`src/rtl/lsu_pkg.sv`:
```
// lsu_pkg: shared constants and types for the load/store unit.
//   funct3 access-size codes, FSM state type, error cause codes.
package lsu_pkg;

  localparam logic [2:0] F3_B  = 3'b000;
  localparam logic [2:0] F3_H  = 3'b001;
  localparam logic [2:0] F3_W  = 3'b010;
  localparam logic [2:0] F3_BU = 3'b100;
  localparam logic [2:0] F3_HU = 3'b101;

  // state  | meaning
  // IDLE   | accept a new MEM-stage request
  // RMW_WR | write back the merged word of a sub-word store
  typedef enum logic {
    IDLE   = 1'b0,
    RMW_WR = 1'b1
  } state_t;

  localparam logic [1:0] ERR_NONE     = 2'b00;
  localparam logic [1:0] ERR_MISALIGN = 2'b01;
  localparam logic [1:0] ERR_ILLEGAL  = 2'b10;

endpackage

```
`src/rtl/lsu_align.sv`:
```
// lsu_align: combinational byte/halfword lane logic.
//   i_funct3     access size/sign
//   i_offset     byte offset within the word (addr[1:0])
//   i_word       word read from data memory
//   i_wdata      right-aligned store data
//   o_load_data  extracted and extended load value
//   o_merge_data word to write: i_word with the store lane replaced
//                (i_wdata unchanged for word stores)
module lsu_align
  import lsu_pkg::*;
(
  input  logic [2:0]  i_funct3,
  input  logic [1:0]  i_offset,
  input  logic [31:0] i_word,
  input  logic [31:0] i_wdata,
  output logic [31:0] o_load_data,
  output logic [31:0] o_merge_data
);

  logic [7:0]  w_byte;
  logic [15:0] w_half;

  always_comb begin
    w_byte = i_word[{i_offset, 3'b000} +: 8];
    w_half = i_word[{i_offset[1], 4'b0000} +: 16];

    o_load_data = i_word;
    case (i_funct3)
      F3_B:    o_load_data = {{24{w_byte[7]}}, w_byte};
      F3_BU:   o_load_data = {24'h000000, w_byte};
      F3_H:    o_load_data = {{16{w_half[15]}}, w_half};
      F3_HU:   o_load_data = {16'h0000, w_half};
      default: o_load_data = i_word;
    endcase

    o_merge_data = i_word;
    case (i_funct3)
      F3_B:    o_merge_data[{i_offset, 3'b000} +: 8]     = i_wdata[7:0];
      F3_H:    o_merge_data[{i_offset[1], 4'b0000} +: 16] = i_wdata[15:0];
      default: o_merge_data = i_wdata;
    endcase
  end

endmodule

```
`src/rtl/lsu.sv`:
```
// lsu: MEM-stage load/store unit in front of a word-only data memory.
//   clk, rst                 clock, synchronous active-high reset
//   valid_i, mem_read_i,
//   mem_write_i, funct3_i,
//   addr_i, wdata_i, rd_i    MEM-stage request
//   stall_o                  hold upstream (first cycle of a sub-word store)
//   dmem_*                   word memory port (combinational read)
//   wb_valid_o/rd_o/data_o   registered load result
//   err_o, err_cause_o       registered one-cycle error pulse and cause
module lsu
  import lsu_pkg::*;
(
  input  logic        clk,
  input  logic        rst,
  input  logic        valid_i,
  input  logic        mem_read_i,
  input  logic        mem_write_i,
  input  logic [2:0]  funct3_i,
  input  logic [31:0] addr_i,
  input  logic [31:0] wdata_i,
  input  logic [4:0]  rd_i,
  output logic        stall_o,
  output logic [31:0] dmem_addr_o,
  output logic [31:0] dmem_wdata_o,
  output logic        dmem_we_o,
  input  logic [31:0] dmem_rdata_i,
  output logic        wb_valid_o,
  output logic [4:0]  wb_rd_o,
  output logic [31:0] wb_data_o,
  output logic        err_o,
  output logic [1:0]  err_cause_o
);

  state_t      r_state;
  state_t      w_next_state;
  logic [31:0] r_rmw_addr;
  logic [31:0] r_rmw_data;

  logic        w_req;
  logic        w_illegal;
  logic        w_misalign;
  logic        w_load_en;
  logic        w_rmw_latch;
  logic        w_err;
  logic [1:0]  w_cause;
  logic [31:0] w_load_data;
  logic [31:0] w_merge_data;

  lsu_align u_align (
    .i_funct3     (funct3_i),
    .i_offset     (addr_i[1:0]),
    .i_word       (dmem_rdata_i),
    .i_wdata      (wdata_i),
    .o_load_data  (w_load_data),
    .o_merge_data (w_merge_data)
  );

  assign w_req = valid_i & (mem_read_i | mem_write_i);

  // 011/110/111 are not loads; only B/H/W exist for stores.
  assign w_illegal = (mem_read_i & mem_write_i)
                   | (mem_read_i  & ((funct3_i == 3'b011) | (funct3_i[2:1] == 2'b11)))
                   | (mem_write_i & (funct3_i[2] | (funct3_i[1:0] == 2'b11)));

  // funct3[1:0] gives the size for both signed and unsigned variants.
  assign w_misalign = ((funct3_i[1:0] == 2'b01) & addr_i[0])
                    | ((funct3_i[1:0] == 2'b10) & (addr_i[1:0] != 2'b00));

  always_ff @(posedge clk) begin
    if (rst) r_state <= IDLE;
    else     r_state <= w_next_state;
  end

  always_comb begin
    w_next_state = r_state;
    stall_o      = 1'b0;
    dmem_addr_o  = {addr_i[31:2], 2'b00};
    dmem_wdata_o = w_merge_data;
    dmem_we_o    = 1'b0;
    w_load_en    = 1'b0;
    w_rmw_latch  = 1'b0;
    w_err        = 1'b0;
    w_cause      = ERR_NONE;

    case (r_state)
      IDLE: begin
        if (w_req) begin
          if (w_illegal) begin
            w_err   = 1'b1;
            w_cause = ERR_ILLEGAL;
          end else if (w_misalign) begin
            w_err   = 1'b1;
            w_cause = ERR_MISALIGN;
          end else if (mem_read_i) begin
            w_load_en = 1'b1;
          end else if (funct3_i == F3_W) begin
            dmem_we_o = 1'b1;
          end else begin
            stall_o      = 1'b1;
            w_rmw_latch  = 1'b1;
            w_next_state = RMW_WR;
          end
        end
      end
      RMW_WR: begin
        // The request still held upstream belongs to this store; ignore it.
        dmem_addr_o  = r_rmw_addr;
        dmem_wdata_o = r_rmw_data;
        dmem_we_o    = 1'b1;
        w_next_state = IDLE;
      end
      default: w_next_state = IDLE;
    endcase

    if (rst) begin
      w_next_state = IDLE;
      stall_o      = 1'b0;
      dmem_addr_o  = 32'h0;
      dmem_wdata_o = 32'h0;
      dmem_we_o    = 1'b0;
      w_load_en    = 1'b0;
      w_rmw_latch  = 1'b0;
      w_err        = 1'b0;
      w_cause      = ERR_NONE;
    end
  end

  always_ff @(posedge clk) begin
    if (rst) begin
      r_rmw_addr  <= 32'h0;
      r_rmw_data  <= 32'h0;
      wb_valid_o  <= 1'b0;
      wb_rd_o     <= 5'd0;
      wb_data_o   <= 32'h0;
      err_o       <= 1'b0;
      err_cause_o <= ERR_NONE;
    end else begin
      if (w_rmw_latch) begin
        r_rmw_addr <= {addr_i[31:2], 2'b00};
        r_rmw_data <= w_merge_data;
      end
      wb_valid_o <= w_load_en;
      if (w_load_en) begin
        wb_rd_o   <= rd_i;
        wb_data_o <= w_load_data;
      end
      err_o       <= w_err;
      err_cause_o <= w_cause;
    end
  end

endmodule

```
`config.mk`:
```
export PLATFORM = sky130hd
export DESIGN_NAME = lsu
export DESIGN_NICKNAME = d
export VERILOG_FILES = /design/src/rtl/lsu_pkg.sv /design/src/rtl/lsu_align.sv /design/src/rtl/lsu.sv
export SDC_FILE = /design/constraint.sdc
export NUM_CORES = 1
export LEC_CHECK = 0
export CORE_AREA = 2 2 119 121
export CTS_BUF_LIST = sky130_fd_sc_hd__clkbuf_16
export CTS_CLUSTER_DIAMETER = 50
export CTS_CLUSTER_SIZE = 40
export DETAILED_ROUTE_END_ITERATION = 7
export DIE_AREA = 0 0 121 123
export PLACE_DENSITY_LB_ADDON = 0.2
export SLEW_MARGIN = 20
export SYNTH_ARGS = -nofsm -noshare
export SYNTH_HDL_FRONTEND = slang
export SYNTH_SLANG_ARGS = --single-unit
```
`constraint.sdc`:
```
create_clock -name clk -period 4 [get_ports clk]
set_input_delay 0.4 -clock clk [delete_from_list [all_inputs] [get_ports clk]]
set_output_delay 0.4 -clock clk [all_outputs]
set_load 0.02 [all_outputs]
```
==> results of run 1 <==
path summary, 6_finish.rpt:
kind / startpoint / end / slack, ns / cells past startpoint
setup / recovery: funct3_i[0] / dmem_wdata_o[10] / 0.33 / 7
hold reg to reg: wb_data_o[7]$_SDFFE_PP0P_ / wb_data_o[7]$_SDFFE_PP0P_ / 0.46 / 2
setup reg to reg: r_state$_SDFF_PP0_ / r_rmw_data[28]$_SDFFE_PP0P_ / 1.48 / 4
hold / removal: wb_data_o[7]$_SDFFE_PP0P_ / wb_data_o[7]$_SDFFE_PP0P_ / 0.46 / 2
layer usage:
| layer | part of all wire, % | GRT usage, % | wire length (um) |
|---|---|---|---|
| met1 | 41 | 38.7 | 9590 |
| met5 | 0 | 0 | 0 |
| met3 | 9.4 | 6.96 | 2210 |
| met2 | 46 | 48.5 | 10800 |
| met4 | 3.8 | 14.2 | 887 |
metrics by stage:
step | cells | instance area (um^2)
floorplan | 806 | 6640
global placement | 1125 | 8770
detailed placement | 1125 | 8770
CTS | 1141 | 9060
global route | 1141 | 9060
finish | 1141 | 9060
flip-flops by register name (all words and copies together), names as in the netlist:
name and flops:
err_o 1, wb_data_o 32, r_rmw_data 32, r_state 1
err_cause_o 2, wb_rd_o 5, r_rmw_addr 30, wb_valid_o 1
cell type report:
type / instances / area, um^2
Fill cell: 1186 / 4550
Sequential cell: 104 / 2080
Multi-Input combinational cell: 581 / 4040
Inverter: 21 / 78.8
Timing Repair Buffer: 239 / 2340
Tap cell: 180 / 225
Clock buffer: 9 / 225
Clock inverter: 7 / 66.3
power breakdown:
group          internal, mW  switching (mW)  total, mW  leakage (nW)
clock                 0.437           0.453      0.890         0.146
sequential             1.06          0.0130       1.07         0.842
combinational         0.320           0.427      0.747          2.12
kinds of logic after synthesis:
logic type	synth area share, %
compound gates	33.6
fa+ha+maj	0.943
buf+inv	8.00
flops	31.4
mux	10.0
other cells	0.0565
simple gates	16.0
critical path, cell delays in order:
cell and delay (ns):
clkdlybuf4s50_1 0.47, buf_4 0.27, inv_1 0.23, a211oi_2 0.52, a222oi_1 0.26, a211oi_1 0.43
clkdlybuf4s50_1 0.68
layout by cell type, fill, tap and decap left out, types with 2 or more instances in the layout:
master,Yosys,routed
clkdlybuf4s50_1,0,212
dfxtp_1,104,103
a21oi_1,86,86
mux2i_1,63,63
nor2_1,61,60
nand2_1,51,51
a211oi_1,47,47
o221ai_1,32,32
o31ai_1,30,30
nand4_1,30,30
buf_4,3,26
o21ai_0,22,22
inv_1,20,21
a22oi_1,16,16
a31oi_1,16,16
a211oi_2,12,12
nor3_1,14,11
nand4bb_1,9,9
clkbuf_16,0,9
a221o_1,8,8
a222oi_1,8,8
a22o_1,8,8
a311oi_1,8,8
nand3_1,7,7
a32oi_1,7,7
o2111ai_1,7,7
nor3b_1,5,5
ha_1,5,5
nand2b_1,4,4
nor3_2,0,3
nor2b_1,2,2
and3_1,2,2
conb_1,1,2
inv_6,0,2
clkinv_4,0,2
==> flow_metrics.py, run 1 <==
metrics = {
    "status": {
        "status": "completed",
    },
    "clock_network": {
        "root_buffer": "clkbuf_16",
        "numCtsBuffers": 9,
        "clkTransAtPathRegs_ns": 0.08,
        "cts_resized": 0,
        "cts.sinks": 104,
        "clockBufferDepth": 2,
        "cts_tree": "yes",
        "clock_latency_ns": 0.37,
        "cts_setup_buffers": 0,
        "ctsHoldBuffers": 0,
        "cts.htree.levels": 3,
    },
    "power_and_ir_drop": {
        "power_density_mw_per_mm2": 299,
        "ir_drop_v": 0.000179,
        "p_leak_nw": 3.10,
        "power_mw": 2.71,
    },
    "routing": {
        "vias": 7324,
        "wirelength_um": 23500,
        "drc": 0,
        "firstDrtPassIters": 8,
        "wire_per_inst_um": 20.6,
        "drtIter0Drc": 757,
        "via_per_inst": 6.42,
        "final_antenna_net_count": 0,
    },
    "grt": {
        "antenna_found_initial": 0,
        "grt_max_degree": 92,
        "grt-ovfl-total": 0,
        "grt_first_pass_wirelength_um": 35700,
        "gr-usage-all-layers_pct": 30.3,
        "grt_pass1_vias": 6679,
    },
    "die": {
        "ios": 216,
        "die_w_um": 121,
        "die_h_um": 123,
        "start_util_pct": 48.7,
        "coreArea_mm2": 0.0136,
        "die_area_mm2": 0.0149,
        "rows": 43,
    },
    "setup_path": {
        "worstPathMaxFanout": 23,
        "crit_required_ns": 3.60,
        "end_kind": "output pin",
        "setup.worst_path.start_class": "input port",
        "worstSetupPathType": "input port to output pin",
        "cp_data_arrival_time_ns": 3.27,
    },
    "logic_synthesis": {
        "synth.most_common_cell": "dfxtp_1",
        "yosysTopAreaCellShare_pct": 31.4,
        "netlist_instances": 805,
        "synth_edf_count": 0,
        "synth_area_per_cell_um2": 8.24,
        "syn_area_mm2": 0.00663,
        "ys_seq_area_share_pct": 31.4,
        "synth_top_cell_by_area": "dfxtp_1",
        "ys_types": 54,
        "ys_warn_count": 0,
        "async_flop_share_pct": 0,
        "synthTopCellsByCount": "dfxtp_1 (104), a21oi_1 (86), mux2i_1 (63), nor2_1 (61), clkbuf_1 (59)",
        "synthTopCellsByArea": "dfxtp_1 (31%), mux2i_1 (9.5%), a21oi_1 (6.5%), a211oi_1 (5.3%), o221ai_1 (4.2%)",
        "synthFlopType": "dfxtp_1",
        "ys_ff_latch": 104,
    },
    "placement": {
        "place.gp.congestion": 0.960,
        "dp_hpwl_um": 16000,
        "numPortBuffers": 213,
        "place_ws_ns": 0.379,
    },
    "sta": {
        "slew_violations": 0,
        "worstMarginPinSlew_ns": 0.979,
        "final.setup.tns_ns": 0,
        "fmax_ghz": 0.272,
        "period_minus_slack_ns": 3.67,
        "clock_skew_ns": 0.00449,
        "rsz0062_at_grt": "no",
        "hold_viol": 0,
        "maxSlewHeadroom_pct": 34.8,
        "hold_ws_ns": 0.464,
        "setup_ws_ns": 0.329,
        "post-route-period-util_pct": 91.8,
        "finalSetupViolCount": 0,
    },
    "run": {
        "drv_cap": 0,
    },
    "layout": {
        "nets": 1070,
        "antennaDiodeCount": 0,
        "area_delta_synth_final_pct": 36.6,
        "finish.utilization_pct": 66.5,
        "drive_above_1_share_pct": 7.28,
    },
    "min_path": {
        "hold_path.class": "register to register",
    },
}
Power figures use the tool's default switching activity.
==> run 2: changes to the inputs <==
MAX_ROUTING_LAYER = met4   (was default)
==> run 2 against run 1 <==
Sequential power hardly changed. Setup slack worse by 0.087 ns. Design area hardly changed. Total power hardly changed. Combinational power hardly changed. Fmax is 2.3% lower. Critical path type unchanged. Critical endpoint unchanged.
==> flow_metrics.py, run 2 (synthesis results as in run 1) <==
metrics = {
    "layout": {
        "drive_above_1_share_pct": 7.28,
        "antennaDiodeCount": 0,
        "fill_cells": 1180,
        "top_regs": "r_rmw_data x32, wb_data_o x32, r_rmw_addr x30",
        "layout_commonest_cell": "clkdlybuf4s50_1",
        "area_delta_synth_final_pct": 36.6,
        "final_cell_mix": "clkdlybuf4s50_1 (212), dfxtp_1 (103), a21oi_1 (86)",
        "nets": 1071,
    },
    "clock_network": {
        "clockBufferDepth": 2,
        "cts_setup_buffers": 0,
        "cts_resized": 0,
        "cts.htree.levels": 3,
        "ctsHoldBuffers": 0,
        "numCtsBuffers": 9,
        "cts_tree": "yes",
        "clock_latency_ns": 0.36,
        "clkTransAtPathRegs_ns": 0.07,
        "cts.sinks": 104,
        "root_buffer": "clkbuf_16",
    },
    "sta": {
        "post-route-period-util_pct": 94.0,
        "clock_skew_ns": 0.00497,
        "period_minus_slack_ns": 3.76,
        "final.setup.tns_ns": 0,
        "worstMarginPinSlew_ns": 0.952,
        "fmax_ghz": 0.266,
        "setup_ws_ns": 0.242,
        "hold_viol": 0,
        "slew_violations": 0,
        "finalSetupViolCount": 0,
        "rsz0062_at_grt": "no",
        "maxSlewHeadroom_pct": 36.4,
    },
    "routing": {
        "firstDrtPassIters": 8,
        "drtIter0Drc": 921,
        "drc": 0,
        "final_antenna_net_count": 0,
        "wire_per_inst_um": 20.4,
        "wirelength_um": 23300,
        "vias": 7310,
        "via_per_inst": 6.41,
    },
    "die": {
        "rows": 43,
        "start_util_pct": 48.7,
        "coreArea_mm2": 0.0136,
        "ios": 216,
        "die_w_um": 121,
        "die_area_mm2": 0.0149,
        "die_h_um": 123,
    },
    "setup_path": {
        "end_kind": "output pin",
        "cp_data_arrival_time_ns": 3.36,
        "crit_required_ns": 3.60,
        "critPathLaunch": "funct3_i[2]",
        "reg2reg_to": "r_rmw_data[17]$_SDFFE_PP0P_",
        "worst-r2r-cell-count": 5,
        "worstSetupPathType": "input port to output pin",
        "reg2reg_slack_ns": 1.51,
        "worstPathMaxFanout": 8,
        "worstSetupEndpoint": "dmem_wdata_o[10]",
        "setup.worst_path.start_class": "input port",
        "timing.rr.start": "r_state$_SDFF_PP0_",
    },
    "run": {
        "drv_cap": 0,
    },
    "grt": {
        "grt_first_pass_wirelength_um": 35900,
        "grt_pass1_vias": 6668,
        "grt_max_degree": 87,
        "grt-ovfl-total": 0,
        "gr-usage-all-layers_pct": 31.3,
        "antenna_found_initial": 0,
    },
    "placement": {
        "numPortBuffers": 213,
        "place_ws_ns": 0.352,
        "dp_hpwl_um": 16000,
        "place.gp.congestion": 0.989,
    },
    "min_path": {
        "hold_path.class": "input port to register",
    },
    "status": {
        "status": "completed",
    },
    "power_and_ir_drop": {
        "power_density_mw_per_mm2": 299,
        "p_leak_nw": 3.10,
        "ir_drop_v": 0.000171,
    },
}
[run 2: cell count changes in the layout (fill, tap and decap cells not counted), sizes merged]
cell      before  now
inv           25   23
bufinv         0    1
clkinv         3    2
clkinvlp       0    1
buf           27   28
[run 2: layout make-up]
type	count	area, um^2	share of cell area (%)
clock buffers	9	225	2.49
clock inverters	6	60.1	0.663
inverters	21	78.8	0.870
multi-input cells	581	4040	44.6
flip-flops and latches	104	2080	23.0
well taps	180	225	2.49
repair buffers	240	2340	25.9
[run 2: layer usage]
layer,routed length [um],GRT usage (%),vias to the layer above
met3,1980,6.18,63
met5,0,-,-
met4,750,13.2,0
met2,10800,48.0,349
li1,-,-,3416
met1,9770,40.3,3482
[run 2: worst min path at each step]
stage,startpoint,to,slack [ns],cells after the start
2_1_floorplan,r_rmw_data[22]$_SDFFE_PP0P_,r_rmw_data[22]$_SDFFE_PP0P_,0.44,2
5_1_grt,rst,r_rmw_addr[25]$_SDFFE_PP0P_,0.39,2
3_3_place_gp,r_rmw_data[18]$_SDFFE_PP0P_,r_rmw_data[18]$_SDFFE_PP0P_,0.45,2
6_report,rst,r_rmw_addr[25]$_SDFFE_PP0P_,0.37,2
4_1_cts,rst,r_rmw_addr[25]$_SDFFE_PP0P_,0.37,2
3_5_place_dp,r_rmw_data[31]$_SDFFE_PP0P_,r_rmw_data[31]$_SDFFE_PP0P_,0.46,2
[run 2: report_power, final]
part	total [mW]	internal, mW	switching, mW
clock	0.891	0.480	0.410
sequential	1.07	1.06	0.0128
combinational	0.747	0.321	0.426
total	2.71	1.86	0.849
[run 2: critical path, stage by stage]
cell and delay, ns:
clkdlybuf4s50_1 0.51, or3_1 0.53, nor4_4 0.53, a222oi_1 0.27
a211oi_1 0.43, clkdlybuf4s50_1 0.68
[run 2: stage by stage]
stage                     utilization [%]  instances  total power [mW]  hold slack [ns]  cell area, um^2
after global routing                 66.6       1141              2.81            0.393             9060
after CTS                            66.6       1141              2.71            0.373             9060
after global placement               64.5       1126              1.83            0.447             8770
after floorplan                         -        806              1.49            0.439             6640
after detailed placement             64.5       1126              1.83            0.457             8770
final                                66.6       1141              2.71            0.372             9060
